<file path="config.mk">
export PLATFORM = sky130hd
export DESIGN_NAME = frog_jump_ctrl
export DESIGN_NICKNAME = d
export VERILOG_FILES = /design/src/rtl/frog_pkg.sv /design/src/rtl/frog_jump_axis_stepper.sv /design/src/rtl/frog_jump_ctrl.sv
export SDC_FILE = /design/constraint.sdc
export NUM_CORES = 1
export LEC_CHECK = 0
export ABC_CLOCK_PERIOD_IN_PS = 4300
export CAP_MARGIN = 25
export CORE_MARGIN = 2
export CORE_UTILIZATION = 55
export DETAILED_ROUTE_END_ITERATION = 7
export GPL_ROUTABILITY_DRIVEN = 0
export PLACE_DENSITY = 0.74
export SLEW_MARGIN = 20
export SYNTH_ARGS = -nofsm -noshare
export SYNTH_HDL_FRONTEND = slang
export SYNTH_SLANG_ARGS = --single-unit
</file>
<file path="constraint.sdc">
create_clock -name CLK -period 4.3 [get_ports CLK]
set_clock_uncertainty 0.15 [all_clocks]
set_input_delay 0.645 -clock CLK [delete_from_list [all_inputs] [get_ports CLK]]
set_output_delay 0.645 -clock CLK [all_outputs]
set_load 0.005 [all_outputs]
</file>
<file path="src/rtl/frog_pkg.sv">
// Shared types and defaults for the frog jump controller.
// Optional arc feature is enabled with FROG_JUMP_ARC_EN.
package frog_pkg;

   typedef enum logic [2:0] {
      S_IDLE   = 3'd0,
      S_SELECT = 3'd1,
      S_WAIT   = 3'd2,
      S_LATCH  = 3'd3,
      S_FLY    = 3'd4,
      S_LAND   = 3'd5
   } jump_state_t;

   localparam logic GATE_A = 1'b0;
   localparam logic GATE_B = 1'b1;

   localparam int DEF_COORD_W = 11;
   localparam int DEF_MAX_X   = 639;
   localparam int DEF_MAX_Y   = 479;

   // Saturating 3-bit arc offset update: up while climbing, down while falling.
   function automatic logic [2:0] arc_next(input logic [2:0] off, input logic climbing);
      logic [2:0] res;
      if (climbing) begin
         if (off != 3'd7) res = off + 3'd1;
         else             res = off;
      end else begin
         if (off != 3'd0) res = off - 3'd1;
         else             res = off;
      end
      return res;
   endfunction

endpackage

</file>
<file path="src/rtl/frog_jump_axis_stepper.sv">
// One axis of frog motion: moves pos toward tgt by STEP, finishing with a
// partial step so the target is never overshot.
module axis_stepper
   import frog_pkg::*;
#(
   parameter int W    = DEF_COORD_W,
   parameter int STEP = 4
) (
   input  logic [W-1:0] pos,
   input  logic [W-1:0] tgt,
   input  logic         step_en,
   output logic [W-1:0] next_pos,
   output logic         at_tgt
);

   localparam logic [W-1:0] STEP_W = W'(STEP);

   logic [W-1:0] w_diff;

   // Compare before subtracting so the difference can never wrap.
   always_comb begin
      w_diff   = {W{1'b0}};
      next_pos = pos;
      if (step_en) begin
         if (tgt > pos) begin
            w_diff = tgt - pos;
            if (w_diff >= STEP_W) next_pos = pos + STEP_W;
            else                  next_pos = tgt;
         end else if (pos > tgt) begin
            w_diff = pos - tgt;
            if (w_diff >= STEP_W) next_pos = pos - STEP_W;
            else                  next_pos = tgt;
         end else begin
            next_pos = pos;
         end
      end else begin
         next_pos = pos;
      end
   end

   assign at_tgt = (next_pos == tgt);

endmodule

</file>
<file path="src/rtl/frog_jump_ctrl.sv">
// Jump initiator: drives the gate select, captures the selector's target and
// walks the frog there one STEP per frame. FROG_JUMP_ARC_EN adds a vertical arc.
module frog_jump_ctrl
   import frog_pkg::*;
#(
   parameter int COORD_W = DEF_COORD_W,
   parameter int STEP    = 4,
   parameter int HOME_X  = 320,
   parameter int HOME_Y  = 440,
   parameter int MAX_X   = DEF_MAX_X,
   parameter int MAX_Y   = DEF_MAX_Y
) (
   input  logic               CLK,
   input  logic               RESET,
   input  logic               startOfFrame,
   input  logic               jump_req,
   input  logic               gate_sel,
   output logic               control,
   input  logic [COORD_W-1:0] jumptoX,
   input  logic [COORD_W-1:0] jumptoY,
   output logic [COORD_W-1:0] frogX,
   output logic [COORD_W-1:0] frogY,
   output logic               busy,
   output logic               landed
);

   localparam logic [COORD_W-1:0] HOME_X_W = COORD_W'(HOME_X);
   localparam logic [COORD_W-1:0] HOME_Y_W = COORD_W'(HOME_Y);
   localparam logic [COORD_W-1:0] MAX_X_W  = COORD_W'(MAX_X);
   localparam logic [COORD_W-1:0] MAX_Y_W  = COORD_W'(MAX_Y);

   jump_state_t        r_state;
   logic               r_control;
   logic [COORD_W-1:0] r_x;
   logic [COORD_W-1:0] r_y;
   logic [COORD_W-1:0] r_tgt_x;
   logic [COORD_W-1:0] r_tgt_y;
   logic               r_busy;
   logic               r_landed;

   logic [COORD_W-1:0] w_clamp_x;
   logic [COORD_W-1:0] w_clamp_y;
   logic [COORD_W-1:0] w_next_x;
   logic [COORD_W-1:0] w_next_y;
   logic               w_at_x;
   logic               w_at_y;
   logic               w_step_en;

   // Selector targets beyond the playfield are pulled back to its edge.
   always_comb begin
      if (jumptoX > MAX_X_W) w_clamp_x = MAX_X_W;
      else                   w_clamp_x = jumptoX;
      if (jumptoY > MAX_Y_W) w_clamp_y = MAX_Y_W;
      else                   w_clamp_y = jumptoY;
   end

   assign w_step_en = (r_state == S_FLY) && startOfFrame;

   axis_stepper #(.W(COORD_W), .STEP(STEP)) u_step_x (
      .pos      (r_x),
      .tgt      (r_tgt_x),
      .step_en  (w_step_en),
      .next_pos (w_next_x),
      .at_tgt   (w_at_x)
   );

   axis_stepper #(.W(COORD_W), .STEP(STEP)) u_step_y (
      .pos      (r_y),
      .tgt      (r_tgt_y),
      .step_en  (w_step_en),
      .next_pos (w_next_y),
      .at_tgt   (w_at_y)
   );

   // Jump sequencer with registered control, busy and landed.
   always_ff @(posedge CLK) begin
      if (RESET) begin
         r_state   <= S_IDLE;
         r_control <= GATE_A;
         r_x       <= HOME_X_W;
         r_y       <= HOME_Y_W;
         r_tgt_x   <= HOME_X_W;
         r_tgt_y   <= HOME_Y_W;
         r_busy    <= 1'b0;
         r_landed  <= 1'b0;
      end else begin
         r_landed <= 1'b0;
         case (r_state)
            S_IDLE: begin
               if (jump_req) begin
                  r_control <= gate_sel;
                  r_state   <= S_SELECT;
                  r_busy    <= 1'b1;
               end
            end
            S_SELECT: r_state <= S_WAIT;
            S_WAIT:   r_state <= S_LATCH;
            S_LATCH: begin
               r_tgt_x <= w_clamp_x;
               r_tgt_y <= w_clamp_y;
               if ((w_clamp_x == r_x) && (w_clamp_y == r_y)) begin
                  r_state  <= S_LAND;
                  r_landed <= 1'b1;
               end else begin
                  r_state <= S_FLY;
               end
            end
            S_FLY: begin
               if (w_step_en) begin
                  r_x <= w_next_x;
                  r_y <= w_next_y;
                  if (w_at_x && w_at_y) begin
                     r_state  <= S_LAND;
                     r_landed <= 1'b1;
                  end
               end
            end
            S_LAND: begin
               r_state <= S_IDLE;
               r_busy  <= 1'b0;
            end
            default: begin
               r_state <= S_IDLE;
               r_busy  <= 1'b0;
            end
         endcase
      end
   end

   assign control = r_control;
   assign frogX   = r_x;
   assign busy    = r_busy;
   assign landed  = r_landed;

`ifdef FROG_JUMP_ARC_EN
   logic [2:0]         r_arc_off;
   logic [3:0]         r_arc_frames;
   logic [COORD_W-1:0] w_arc_ext;

   // Arc offset climbs for the first eight frames of flight, then falls.
   always_ff @(posedge CLK) begin
      if (RESET) begin
         r_arc_off    <= 3'd0;
         r_arc_frames <= 4'd0;
      end else if (r_state != S_FLY) begin
         r_arc_off    <= 3'd0;
         r_arc_frames <= 4'd0;
      end else if (w_step_en && w_at_x && w_at_y) begin
         r_arc_off    <= 3'd0;
         r_arc_frames <= 4'd0;
      end else if (w_step_en) begin
         r_arc_off <= arc_next(r_arc_off, r_arc_frames < 4'd8);
         if (r_arc_frames < 4'd8) r_arc_frames <= r_arc_frames + 4'd1;
      end
   end

   assign w_arc_ext = COORD_W'(r_arc_off);
   assign frogY     = (r_y > w_arc_ext) ? (r_y - w_arc_ext) : {COORD_W{1'b0}};
`else
   assign frogY = r_y;
`endif

endmodule

</file>
==> out/results.md <==
| Quantity | This run |
|---|---|
| Fin nets | 1034 |
| Core area | 0.0115 sq mm |
| Leakage | 2.97 nW |
| Grt ovf | 0 |
| Final setup violation count | 0 |
| Fraction of layout cells with a size suffix above 1 | 11.1% |
| CP max stage cell | sky130_fd_sc_hd__dfxtp_1 |
| Critical Path Max Stage Delay | 470 ps |
| Setup TNS | 0 ps |
| Proportion of register bits with asynchronous set or reset after synthesis | 0% |
| Die X-Extent | 113 um |
| Most common cell after layout, fill and taps aside | sky130_fd_sc_hd__nor2_1 |
| Num CTS Buffers | 5 |
| Die height | 113 um |
| Site row count | 39 |
| Worst setup margin | 182 ps |
| Die Area | 0.0128 sq mm |
| Maximum buffer depth of the clock tree | 2 |
| Worst slack, placed | 242 ps |
| Clock slew at reported path FFs | 80 ps |
| Maximum number of pins on one net before global-route repair | 50 |
| Worst-case vdd ir drop | 272 uV |
| Avg Vias per Cell | 6.99 |
| HPWL Detailed | 18100 um |
| Hold crit path type | reg -> reg |
| Cell-by-cell trace of the critical path | inv_1, ha_2, nand2_1, o21ai_0, o21bai_1, a21oi_1, nand2_1, a221oi_1, a311o_1, and2_4, a2111oi_4, and4b_1, nand4_1, a21boi_1 |
| Overall global routing resource usage | 35.9% |
| Arrival time reported for the critical path endpoint | 4210 ps |
| CTS hold repair buffers | 0 |
| DRT Pass-1 Iters | 8 |
| Critical path launch point type | flip-flop |
| Status | complete, but fails checks |
| Worst EP required | 4390 ps |
| Min cycle time layout | 4120 ps |
| Primary flip-flop cell chosen by synthesis mapping | sky130_fd_sc_hd__dfxtp_1 |
| Type of destination of the critical path | flip-flop |
| Max-Cap Viols | 0 |
| Cell area power density | 391 mW/mm^2 |
| Number of enable-type register cells in the synthesized netlist | 0 |
| Design Area, Final | 0.00749 sq mm |
| Hold Fails Final Rpt | 0 |
| Pin slew with the least headroom to its limit | 713 ps |
| Gate count of the mapped netlist | 916 |
| Library cell appearing most often on the critical path | sky130_fd_sc_hd__nand2_1 |
| H-tree depth | 2 |
| Area added between synthesis and finish | 14.2% |
| Number of synthesized register bits | 50 |
| Port bufs | 51 |
| Post-route clock period utilization | 95.8% |
| Fraction of the yosys area taken by sequential cells | 15.3% |
| Antenna violations before repair | 1 |
| Wire length per cell after detailed routing | 21.3 um |
| Clock sink total | 50 |
| Most used cells in the layout excluding fill and tap cells | sky130_fd_sc_hd__nor2_1 (101), sky130_fd_sc_hd__a21oi_1 (77), sky130_fd_sc_hd__nand2_1 (58) |
| Residual DRC | 6 |
| Number of DRC markers in iteration 0 | 1122 |
| Smallest hold slack | 353 ps |
| Effective utilization at floorplan | 56.9% |
| Later-pin clock latency in the skew report | 310 ps |
| Pins Over Slew Limit | 0 |
| Highest fanout seen on the critical path | 11 |
| Fmax | 0.243 GHz |
| Clock tree root driver cell | sky130_fd_sc_hd__clkbuf_16 |
| Mapped cell area | 0.00656 sq mm |
| Worst setup path class | reg -> reg |
| Number of antenna-violating nets in the routed design | 0 |
| Wire length of the first global-routing pass | 36900 um |
| Total number of yosys warnings | 0 |
| Slew margin rel. | 52.0% |
| Syn Area/Cell | 7.16 sq um |
| Total number of vias | 7721 |
| Clock tree from TritonCTS | built |
| Violations in the final reports | DRC |
| Net count of the mapped netlist | 991 |
| Vias in the first global route | 6859 |
| Sum of routed wire length over all layers | 23600 um |
| Area after detailed placement | 0.00730 sq mm |
| I/O pin count | 52 |
| Count of distinct cell types in the synthesized netlist | 90 |
metrics by stage:
step | power, mW | instances | util (%)
2_1_floorplan | 1.93 | 916 | -
3_3_place_gp | 2.32 | 1095 | 63.4
3_5_place_dp | 2.36 | 1095 | 63.4
4_1_cts | 2.80 | 1103 | 64.7
5_1_grt | 3.09 | 1103 | 65.0
6_report | 2.93 | 1104 | 65.0
cell usage after synthesis, types with 15 or more instances:
cell | count | area share [%]
sky130_fd_sc_hd__nor2_1 | 102 | 5.8
sky130_fd_sc_hd__a21oi_1 | 77 | 5.9
sky130_fd_sc_hd__nand2_1 | 59 | 3.4
sky130_fd_sc_hd__dfxtp_1 | 50 | 15
sky130_fd_sc_hd__ha_1 | 48 | 9.2
sky130_fd_sc_hd__inv_1 | 47 | 2.7
sky130_fd_sc_hd__o21ai_0 | 45 | 3.4
sky130_fd_sc_hd__xnor2_1 | 42 | 5.6
sky130_fd_sc_hd__clkbuf_1 | 38 | 2.2
sky130_fd_sc_hd__nor3_1 | 38 | 2.9
sky130_fd_sc_hd__a211oi_1 | 33 | 3.8
sky130_fd_sc_hd__nand3_1 | 28 | 2.1
sky130_fd_sc_hd__buf_2 | 17 | 1.3
sky130_fd_sc_hd__nand4_1 | 17 | 1.6
sky130_fd_sc_hd__o22ai_1 | 15 | 1.4
final cells by class:
type,instances,area (sq um)
antenna,1,2.50
multi-input combinational,752,5090
timing repair buffer,99,875
inverter,51,191
clock buffer,5,125
sequential,50,1000
fill,1033,4030
tap,143,179
clock inverter,3,28.8
state kept, by name, indices dropped and copies added (netlist names):
register  cells
busy          1
control       1
frogX        11
frogY        11
landed        1
r_state       3
r_tgt_x      11
r_tgt_y      11
where the power goes:
group          total (mW)  leakage (nW)  switching [mW]  internal, mW
logic                1.96          2.49            1.24         0.716
clock network       0.440        0.0763           0.216         0.224
registers           0.528         0.405          0.0396         0.488
total                2.93          2.97            1.50          1.43
what timing repair did:
| item | 4_1_cts | 5_1_grt |
|---|---|---|
| resized for setup | 0 | 11 |
| buffers inserted | 0 | 0 |
| endpoints found under the setup margin | 0 | 2 |
per-layer routing:
layer / part of all wire [%] / track usage, % / vias up
met1: 40 / 50.9 / 3499
met3: 15 / 11.8 / 125
met4: 3.6 / 10.5 / 0
met2: 41 / 51.8 / 613
met5: 0 / 0 / -
li1: - / - / 3484
worst max-delay path, delay by kind of cell, from the launching register on:
family	cells	cell delay, ps
compound gates	7	1690
simple gates	5	1160
flops	1	470
fa+ha+maj	1	400
buf+inv	1	180
kinds of logic (layout without fill, tap and decap cells):
family          count (synthesis)  in the layout  share of synthesized area [%]
mux                            11             11                           1.70
flops                          50             50                           15.3
buf+inv                       114            158                           7.65
fa+ha+maj                      48             48                           9.16
compound gates                309            309                           33.7
xor+xnor                       56             56                           7.48
other cells                     0              1                              0
simple gates                  328            328                           25.1
final timing paths:
| kind | from | end | slack (ps) | depth (start not counted) |
|---|---|---|---|---|
| min reg2reg | control | control | 350 | 2 |
| max reg2reg | frogX[6] | landed | 180 | 14 |
| max | frogX[6] | landed | 180 | 14 |
| min | control | control | 350 | 2 |
Power figures use the tool's default switching activity.
